--- config.mk ---
export PLATFORM = sky130hd
export DESIGN_NAME = mux_sel_scan
export DESIGN_NICKNAME = d
export VERILOG_FILES = /design/src/rtl/mux_sel_scan.sv
export SDC_FILE = /design/constraint.sdc
export NUM_CORES = 1
export LEC_CHECK = 0
export BUFFER_PORTS_ARGS = -buffer_cell sky130_fd_sc_hd__buf_2
export CORE_MARGIN = 5
export CORE_UTILIZATION = 50
export DETAILED_ROUTE_END_ITERATION = 8
export PLACE_DENSITY = 0.83
export RECOVER_POWER = 100
export SLEW_MARGIN = 10
export SYNTH_ARGS = -nofsm -noshare
export SYNTH_HDL_FRONTEND = slang
export SYNTH_SLANG_ARGS = --single-unit
--- constraint.sdc ---
create_clock -name clk -period 6.1 [get_ports clk]
set_input_delay 1.22 -clock clk [delete_from_list [all_inputs] [get_ports clk]]
set_output_delay 1.22 -clock clk [all_outputs]
set_load 0.05 [all_outputs]
--- src/rtl/mux_sel_scan.sv ---
// Round-robin channel scanner: steps the downstream 4:1 mux select across enabled
// channels, one slot of DIV cycles each, and snapshots x0..x3 at every frame boundary.
// Optional feature macro: SCAN_HOLD_EN adds a 'hold' input that freezes the scan.
module mux_sel_scan #(
    parameter int WIDTH = 3,
    parameter int DIV   = 4
) (
    input  logic             clk,
    input  logic             rst,
    input  logic             en,
`ifdef SCAN_HOLD_EN
    input  logic             hold,
`endif
    input  logic [3:0]       mask,
    input  logic [WIDTH-1:0] x0,
    input  logic [WIDTH-1:0] x1,
    input  logic [WIDTH-1:0] x2,
    input  logic [WIDTH-1:0] x3,
    output logic [WIDTH-1:0] q0,
    output logic [WIDTH-1:0] q1,
    output logic [WIDTH-1:0] q2,
    output logic [WIDTH-1:0] q3,
    output logic [1:0]       a,
    output logic             valid,
    output logic             wrap
);

    localparam int CW = (DIV > 1) ? $clog2(DIV) : 1;
    localparam logic [CW-1:0] CNT_MAX = CW'(DIV - 1);

`ifdef SCAN_HOLD_EN
    logic hold_w;
    assign hold_w = hold;
`else
    logic hold_w;
    assign hold_w = 1'b0;
`endif

    logic [CW-1:0]    cnt_q, cnt_d;
    logic [1:0]       a_q, a_d;
    logic             valid_q, valid_d;
    logic             wrap_q, wrap_d;
    logic [WIDTH-1:0] q0_q, q0_d, q1_q, q1_d, q2_q, q2_d, q3_q, q3_d;
    logic             tick;
    logic [1:0]       a_nxt;

    // First set mask bit after cur, searching cur+1..cur+4 (the last wraps back to cur).
    function automatic logic [1:0] next_chan(input logic [1:0] cur, input logic [3:0] m);
        logic [1:0] idx;
        logic       found;
        next_chan = cur;
        found     = 1'b0;
        for (int k = 1; k <= 4; k++) begin
            idx = cur + 2'(k);
            if (!found && m[idx]) begin
                next_chan = idx;
                found     = 1'b1;
            end
        end
    endfunction

    always_comb begin
        cnt_d   = cnt_q;
        a_d     = a_q;
        valid_d = valid_q;
        wrap_d  = 1'b0;
        q0_d    = q0_q;
        q1_d    = q1_q;
        q2_d    = q2_q;
        q3_d    = q3_q;
        tick    = 1'b0;
        a_nxt   = next_chan(a_q, mask);
        if (!hold_w) begin
            if (en) begin
                tick  = (cnt_q == CNT_MAX);
                cnt_d = tick ? '0 : cnt_q + CW'(1);
            end
            if (tick) begin
                a_d = a_nxt;
                // Landing at or below the old select means the scan has wrapped.
                if ((mask != 4'b0000) && (a_nxt <= a_q)) begin
                    wrap_d = 1'b1;
                    q0_d   = x0;
                    q1_d   = x1;
                    q2_d   = x2;
                    q3_d   = x3;
                end
            end
            valid_d = en & mask[a_d];
        end
    end

    always_ff @(posedge clk) begin
        if (rst) begin
            cnt_q   <= '0;
            a_q     <= 2'd0;
            valid_q <= 1'b0;
            wrap_q  <= 1'b0;
            q0_q    <= '0;
            q1_q    <= '0;
            q2_q    <= '0;
            q3_q    <= '0;
        end else begin
            cnt_q   <= cnt_d;
            a_q     <= a_d;
            valid_q <= valid_d;
            wrap_q  <= wrap_d;
            q0_q    <= q0_d;
            q1_q    <= q1_d;
            q2_q    <= q2_d;
            q3_q    <= q3_d;
        end
    end

    assign a     = a_q;
    assign valid = valid_q;
    assign wrap  = wrap_q;
    assign q0    = q0_q;
    assign q1    = q1_q;
    assign q2    = q2_q;
    assign q3    = q3_q;

endmodule

==> results of run 1 <==
cell usage after synthesis:
library cell  number
o221ai_1           2
nand3_4            1
buf_2              2
dfxtp_1           18
o31ai_1            3
and2_1             2
and2b_1            1
nand2_1            5
or4_4              1
o21ai_1            4
nor2b_1            4
nor2_1            21
o22ai_1            1
a21oi_1            3
or3_1              1
mux2_2             1
a211oi_1           1
ha_1               3
o21ai_0            1
nor3b_1            2
nor4_1             1
mux2i_1           16
inv_1              2
clkbuf_1           3
buf_12             1
layer usage:
layer  share of wire  up-vias  global-route usage
met5               0        -                   0
met4           0.019        0              0.0681
met3           0.052        6              0.0712
met2            0.52       18               0.271
met1            0.40      369               0.172
li1                -      412                   -
cells by family (layout without fill, tap and decap cells):
group	Yosys count	count (layout)	share of synthesized area
DFF	18	18	0.396
buffers and inverters	8	39	0.0536
adders and majority gates	3	3	0.0412
and+or+nand+nor	39	39	0.218
AOI/OAI and AO/OA	15	15	0.103
muxes	17	17	0.188
worst max-delay path, cell delays in order:
cell,delay [ns]
clkbuf_1,0.21
and2b_1,0.22
o22ai_1,0.17
o221ai_1,0.14
ha_1,0.30
nor2b_1,0.13
o21ai_0,0.15
nand3_1,0.57
mux2i_1,0.35
nor2_1,0.07
state kept, by name, summed over array words and instances (netlist names):
name / cells
q0: 3
wrap: 1
q3: 3
q1: 3
valid: 1
q2: 3
cnt_q: 2
a: 2
worst max-delay path by stage:
| stage | startpoint | endpoint | slack [ns] |
|---|---|---|---|
| final | mask[1] | q1[0]$_SDFFE_PP0P_ | 2.73 |
| after floorplan | mask[1] | q0[2]$_SDFFE_PP0P_ | 3.24 |
| after CTS | mask[1] | q1[0]$_SDFFE_PP0P_ | 3.25 |
| after global placement | mask[3] | q0[0]$_SDFFE_PP0P_ | 3.02 |
| after global routing | mask[1] | q1[0]$_SDFFE_PP0P_ | 2.50 |
| after detailed placement | mask[1] | q1[0]$_SDFFE_PP0P_ | 2.94 |
report_power, final:
part	leakage [nW]	total, mW	switching (mW)	internal, mW
Combinational	0.354	0.0276	0.0160	0.0117
Clock	0.0138	0.0567	0.0337	0.0230
Sequential	0.146	0.121	0.00156	0.120
Total	0.514	0.205	0.0512	0.154
area by class of cell:
| type | count | share of cell area |
|---|---|---|
| Timing Repair Buffer | 34 | 0.139 |
| Tap cell | 25 | 0.0296 |
| Inverter | 2 | 0.00709 |
| Sequential cell | 18 | 0.340 |
| Clock buffer | 3 | 0.0213 |
| Multi-Input combinational cell | 74 | 0.462 |
metrics by stage:
stage / instances / total power, mW
floorplan: 100 / 0.142
global placement: 153 / 0.152
detailed placement: 153 / 0.153
CTS: 156 / 0.210
global route: 156 / 0.218
finish: 156 / 0.205
==> flow_summary.ini, run 1 <==
[clock_tree]
clockBufferDepth = 2
cts_resized = 0
cts_tree = built
cts.htree.levels = 1
worstSkewPairLatency_ns = 0.29
postCtsSetupRepairBufs = 0
path_clk_slew_ns = 0.09
clock_sinks = 18
numCtsBuffers = 3
cts-root-buf = clkbuf_4
cts-hold-fix-buffers = 0

[min_path]
hp-class = flip-flop to flip-flop
min_from = q0[2]$_SDFFE_PP0P_
holdPathEnd = q0[2]$_SDFFE_PP0P_
min_path_cells = 2

[place]
dpl_cell_area_um2 = 1070
place.gp.congestion = 0.818
numPortBuffers = 34
dp_slack_ns = 2.94
dp_hpwl_mm = 1.48

[sta]
setup_violations = 0
min_period_over_period = 0.553
slew_headroom = 0.488
finalClockSkew_ns = 0.00388
rsz0062_at_grt = no
hold_slack_ns = 0.502
fmax_mhz = 296
tns_ns = 0
hold_viol_final = 0
finalWorstSetupSlack_ns = 2.73
worst_pin_slew_ns = 0.765
min_period_ns = 3.37
maxSlewViolCount = 0

[power_and_ir_drop]
p_per_area_nw_per_um2 = 194
p_leak_nw = 0.514
ir_worst_vdd_mv = 0.138

[worst_setup_path]
crit_required_ns = 6.25
crit_fanout = 13
cp-start-kind = input pin
cp.arrival_ns = 3.53
path_class = input pin to flip-flop
r2r.worst_path.cells = 9
cp-end-kind = flip-flop
reg2reg_from = a[1]$_SDFF_PP0_
reg2reg_slack_ns = 3.38
r2r_end = q1[0]$_SDFFE_PP0P_

[synthesis]
syn_inst = 100
postSynthAreaPerCell_um2 = 9.11
synth_nets = 122
yosys.area.top_type = dfxtp_1
yosysTopAreaCellShare = 0.396
ys_seq_area_frac = 0.396
synth_area_um2 = 911
synth-seq-cells = 18
yosys-top-cells-area = dfxtp_1 40%, mux2i_1 18%, nor2_1 8.7%
yosysUniqueCellTypes = 25
yosysWarnings = 0

[global_route]
grt_pass1_vias = 757
grt_max_degree = 19
grt_pass1_wl_mm = 3.17
grt_usage = 0.160
antenna_found_initial = 0
grt_overflow = 0

[routing]
postRouteAntennaNets = 0
first_iter_violations = 6
wl_mm = 1.96
via_per_inst = 5.16
vias = 805
dr.pass1.iters = 4
drc = 0
wl_per_cell_um = 12.5

[finish]
multi_input_area_um2 = 489
fin_area_um2 = 1060
area_delta_synth_final_pct = 16.2
fin_util = 0.613
final_common_cell = nor2_1
fillers = 173
antenna_cells = 0
final-seq-area_um2 = 360
final_cell_mix = 21 x nor2_1, 18 x dfxtp_1, 18 x clkbuf_1
nets = 155
drive_gt1_frac = 0.160

[floorplanning]
dieArea_um2 = 2780
ios = 35
dieWidth_um = 52.7
rows = 15
initial_utilization = 0.528
fp.dieH_um = 52.7
core_um2 = 1730

[outcome]
outcome = finished clean

[run]
max_cap_viol_count = 0
(Power assumes the default switching activity.)
==> run 2: changes to the inputs <==
--- a/config.mk
+++ b/config.mk
@@ -7,9 +7,9 @@
 export LEC_CHECK = 0
 export BUFFER_PORTS_ARGS = -buffer_cell sky130_fd_sc_hd__buf_2
 export CORE_MARGIN = 5
-export CORE_UTILIZATION = 50
+export CORE_UTILIZATION = 47
 export DETAILED_ROUTE_END_ITERATION = 8
-export PLACE_DENSITY = 0.83
+export PLACE_DENSITY = 0.79
 export RECOVER_POWER = 100
 export SLEW_MARGIN = 10
 export SYNTH_ARGS = -nofsm -noshare
==> constraint.sdc (replaced) <==
create_clock -name clk -period 3.5 [get_ports clk]
set_input_delay 0.7 -clock clk [delete_from_list [all_inputs] [get_ports clk]]
set_output_delay 0.7 -clock clk [all_outputs]
set_load 0.05 [all_outputs]
==> flow_summary.ini, run 2 (synthesized netlist as in run 1, its figures left out) <==
[outcome]
outcome = finished clean

[routing]
dr.pass1.iters = 4
via_per_inst = 4.99
first_iter_violations = 11
vias = 794
wl_per_cell_um = 11.8
postRouteAntennaNets = 0
drc = 0
wl_mm = 1.88

[worst_setup_path]
path_delay_family = simple AND/OR/NAND/NOR gates
path_class = input pin to flip-flop
reg2reg_from = a[1]$_SDFF_PP0_
cp-end-kind = flip-flop
worstPathCellList = buf_2, and2b_1, o22ai_1, o221ai_1, ha_1, nor2b_1, o21ai_0, nand3_1, mux2i_1, nor2_1
critPathSlowestCell = nand3_1
crit_fanout = 13
reg2reg_slack_ns = 0.84
cp-startpoint = mask[1]
cp-start-kind = input pin
slowest_delay_ns = 0.55
cp.arrival_ns = 2.93
crit_required_ns = 3.67
crit_buf_inv = 1

[global_route]
grt_max_degree = 19
grt_usage = 0.142
grt_pass1_vias = 738
grt_pass1_wl_mm = 3.05
grt_overflow = 0
antenna_found_initial = 0

[place]
numPortBuffers = 34
dp_hpwl_mm = 1.46
place.gp.congestion = 0.848

[floorplanning]
ios = 35
fp.dieH_um = 54.0
initial_utilization = 0.479
core_um2 = 1900
rows = 16
dieWidth_um = 54.0
dieArea_um2 = 2920

[finish]
drive_gt1_frac = 0.182
area_delta_synth_final_pct = 18.3
fillers = 179
nets = 155
final_cell_mix = 21 x nor2_1, 18 x dfxtp_1, 18 x buf_2
antenna_cells = 0
final_common_cell = nor2_1

[clock_tree]
worstSkewPairLatency_ns = 0.28
clock_sinks = 18
cts_resized = 0
cts-root-buf = clkbuf_4
cts_tree = built
cts.htree.levels = 1
cts-hold-fix-buffers = 0
numCtsBuffers = 3
path_clk_slew_ns = 0.09
clockBufferDepth = 2
postCtsSetupRepairBufs = 0

[power_and_ir_drop]
p_leak_nw = 0.525
p_per_area_nw_per_um2 = 356
ir_worst_vdd_mv = 0.224

[sta]
finalClockSkew_ns = 0.000518
hold_slack_ns = 0.502
min_period_ns = 2.76
worst_pin_slew_ns = 0.746
rsz0062_at_grt = no
min_period_over_period = 0.788
hold_viol_final = 0
slew_headroom = 0.501
setup_violations = 0
maxSlewViolCount = 0
tns_ns = 0
fmax_mhz = 363

[run]
max_cap_viol_count = 0

[min_path]
min_from = q1[0]$_SDFFE_PP0P_
hp-class = flip-flop to flip-flop
-- run 2: cell count changes in the layout (fill, tap and decap cells not counted), sizes merged --
cell	previous run	this run
buf	16	18
clkbuf	21	20
-- run 2: worst paths after layout --
path / to / cells past startpoint
worst max-delay path: q1[2]$_SDFFE_PP0P_ / 10
worst min-delay path: q1[0]$_SDFFE_PP0P_ / 2
worst max register to register: q1[2]$_SDFFE_PP0P_ / 9
worst min register to register: q1[0]$_SDFFE_PP0P_ / 2
-- run 2: worst register-to-register path, delay by kind of cell, from the launching register on --
family	cells	cell delay, ns
fa+ha+maj	1	0.21
simple gates	5	1.06
mux	2	0.61
flops	1	0.54
compound gates	1	0.14
-- run 2: final cells by class --
cell class / count / area (um^2) / share of cell area
multi-input cells: 74 / 489 / 0.454
clock buffers: 4 / 36.3 / 0.0337
well taps: 27 / 33.8 / 0.0314
repair buffers: 34 / 150 / 0.139
flip-flops and latches: 18 / 360 / 0.334
inverters: 2 / 7.51 / 0.00697
-- run 2: metal layers --
metal,vias to the layer above,wire [um],global-route usage
li1,416,-,-
met1,359,788,0.169
met2,17,994,0.246
met3,2,74,0.0443
met4,0,19,0.0332
met5,-,0,0
-- run 2: power by group --
group / leakage (nW) / total (mW) / internal, mW / switching [mW]
Clock: 0.0210 / 0.123 / 0.0633 / 0.0593
Sequential: 0.146 / 0.211 / 0.208 / 0.00280
Combinational: 0.359 / 0.0493 / 0.0209 / 0.0284
Total: 0.525 / 0.383 / 0.293 / 0.0905
-- run 2: stage by stage --
step / cell area, um^2 / std cells / power (mW) / setup WS (ns) / util
floorplan: 911 / 100 / 0.248 / 1.02 / -
finish: 1080 / 159 / 0.383 / 0.742 / 0.566
CTS: 1110 / 159 / 0.391 / 1.12 / 0.584
global route: 1080 / 159 / 0.406 / 0.573 / 0.566
detailed placement: 1070 / 155 / 0.267 / 0.819 / 0.564
global placement: 1070 / 155 / 0.265 / 0.933 / 0.564
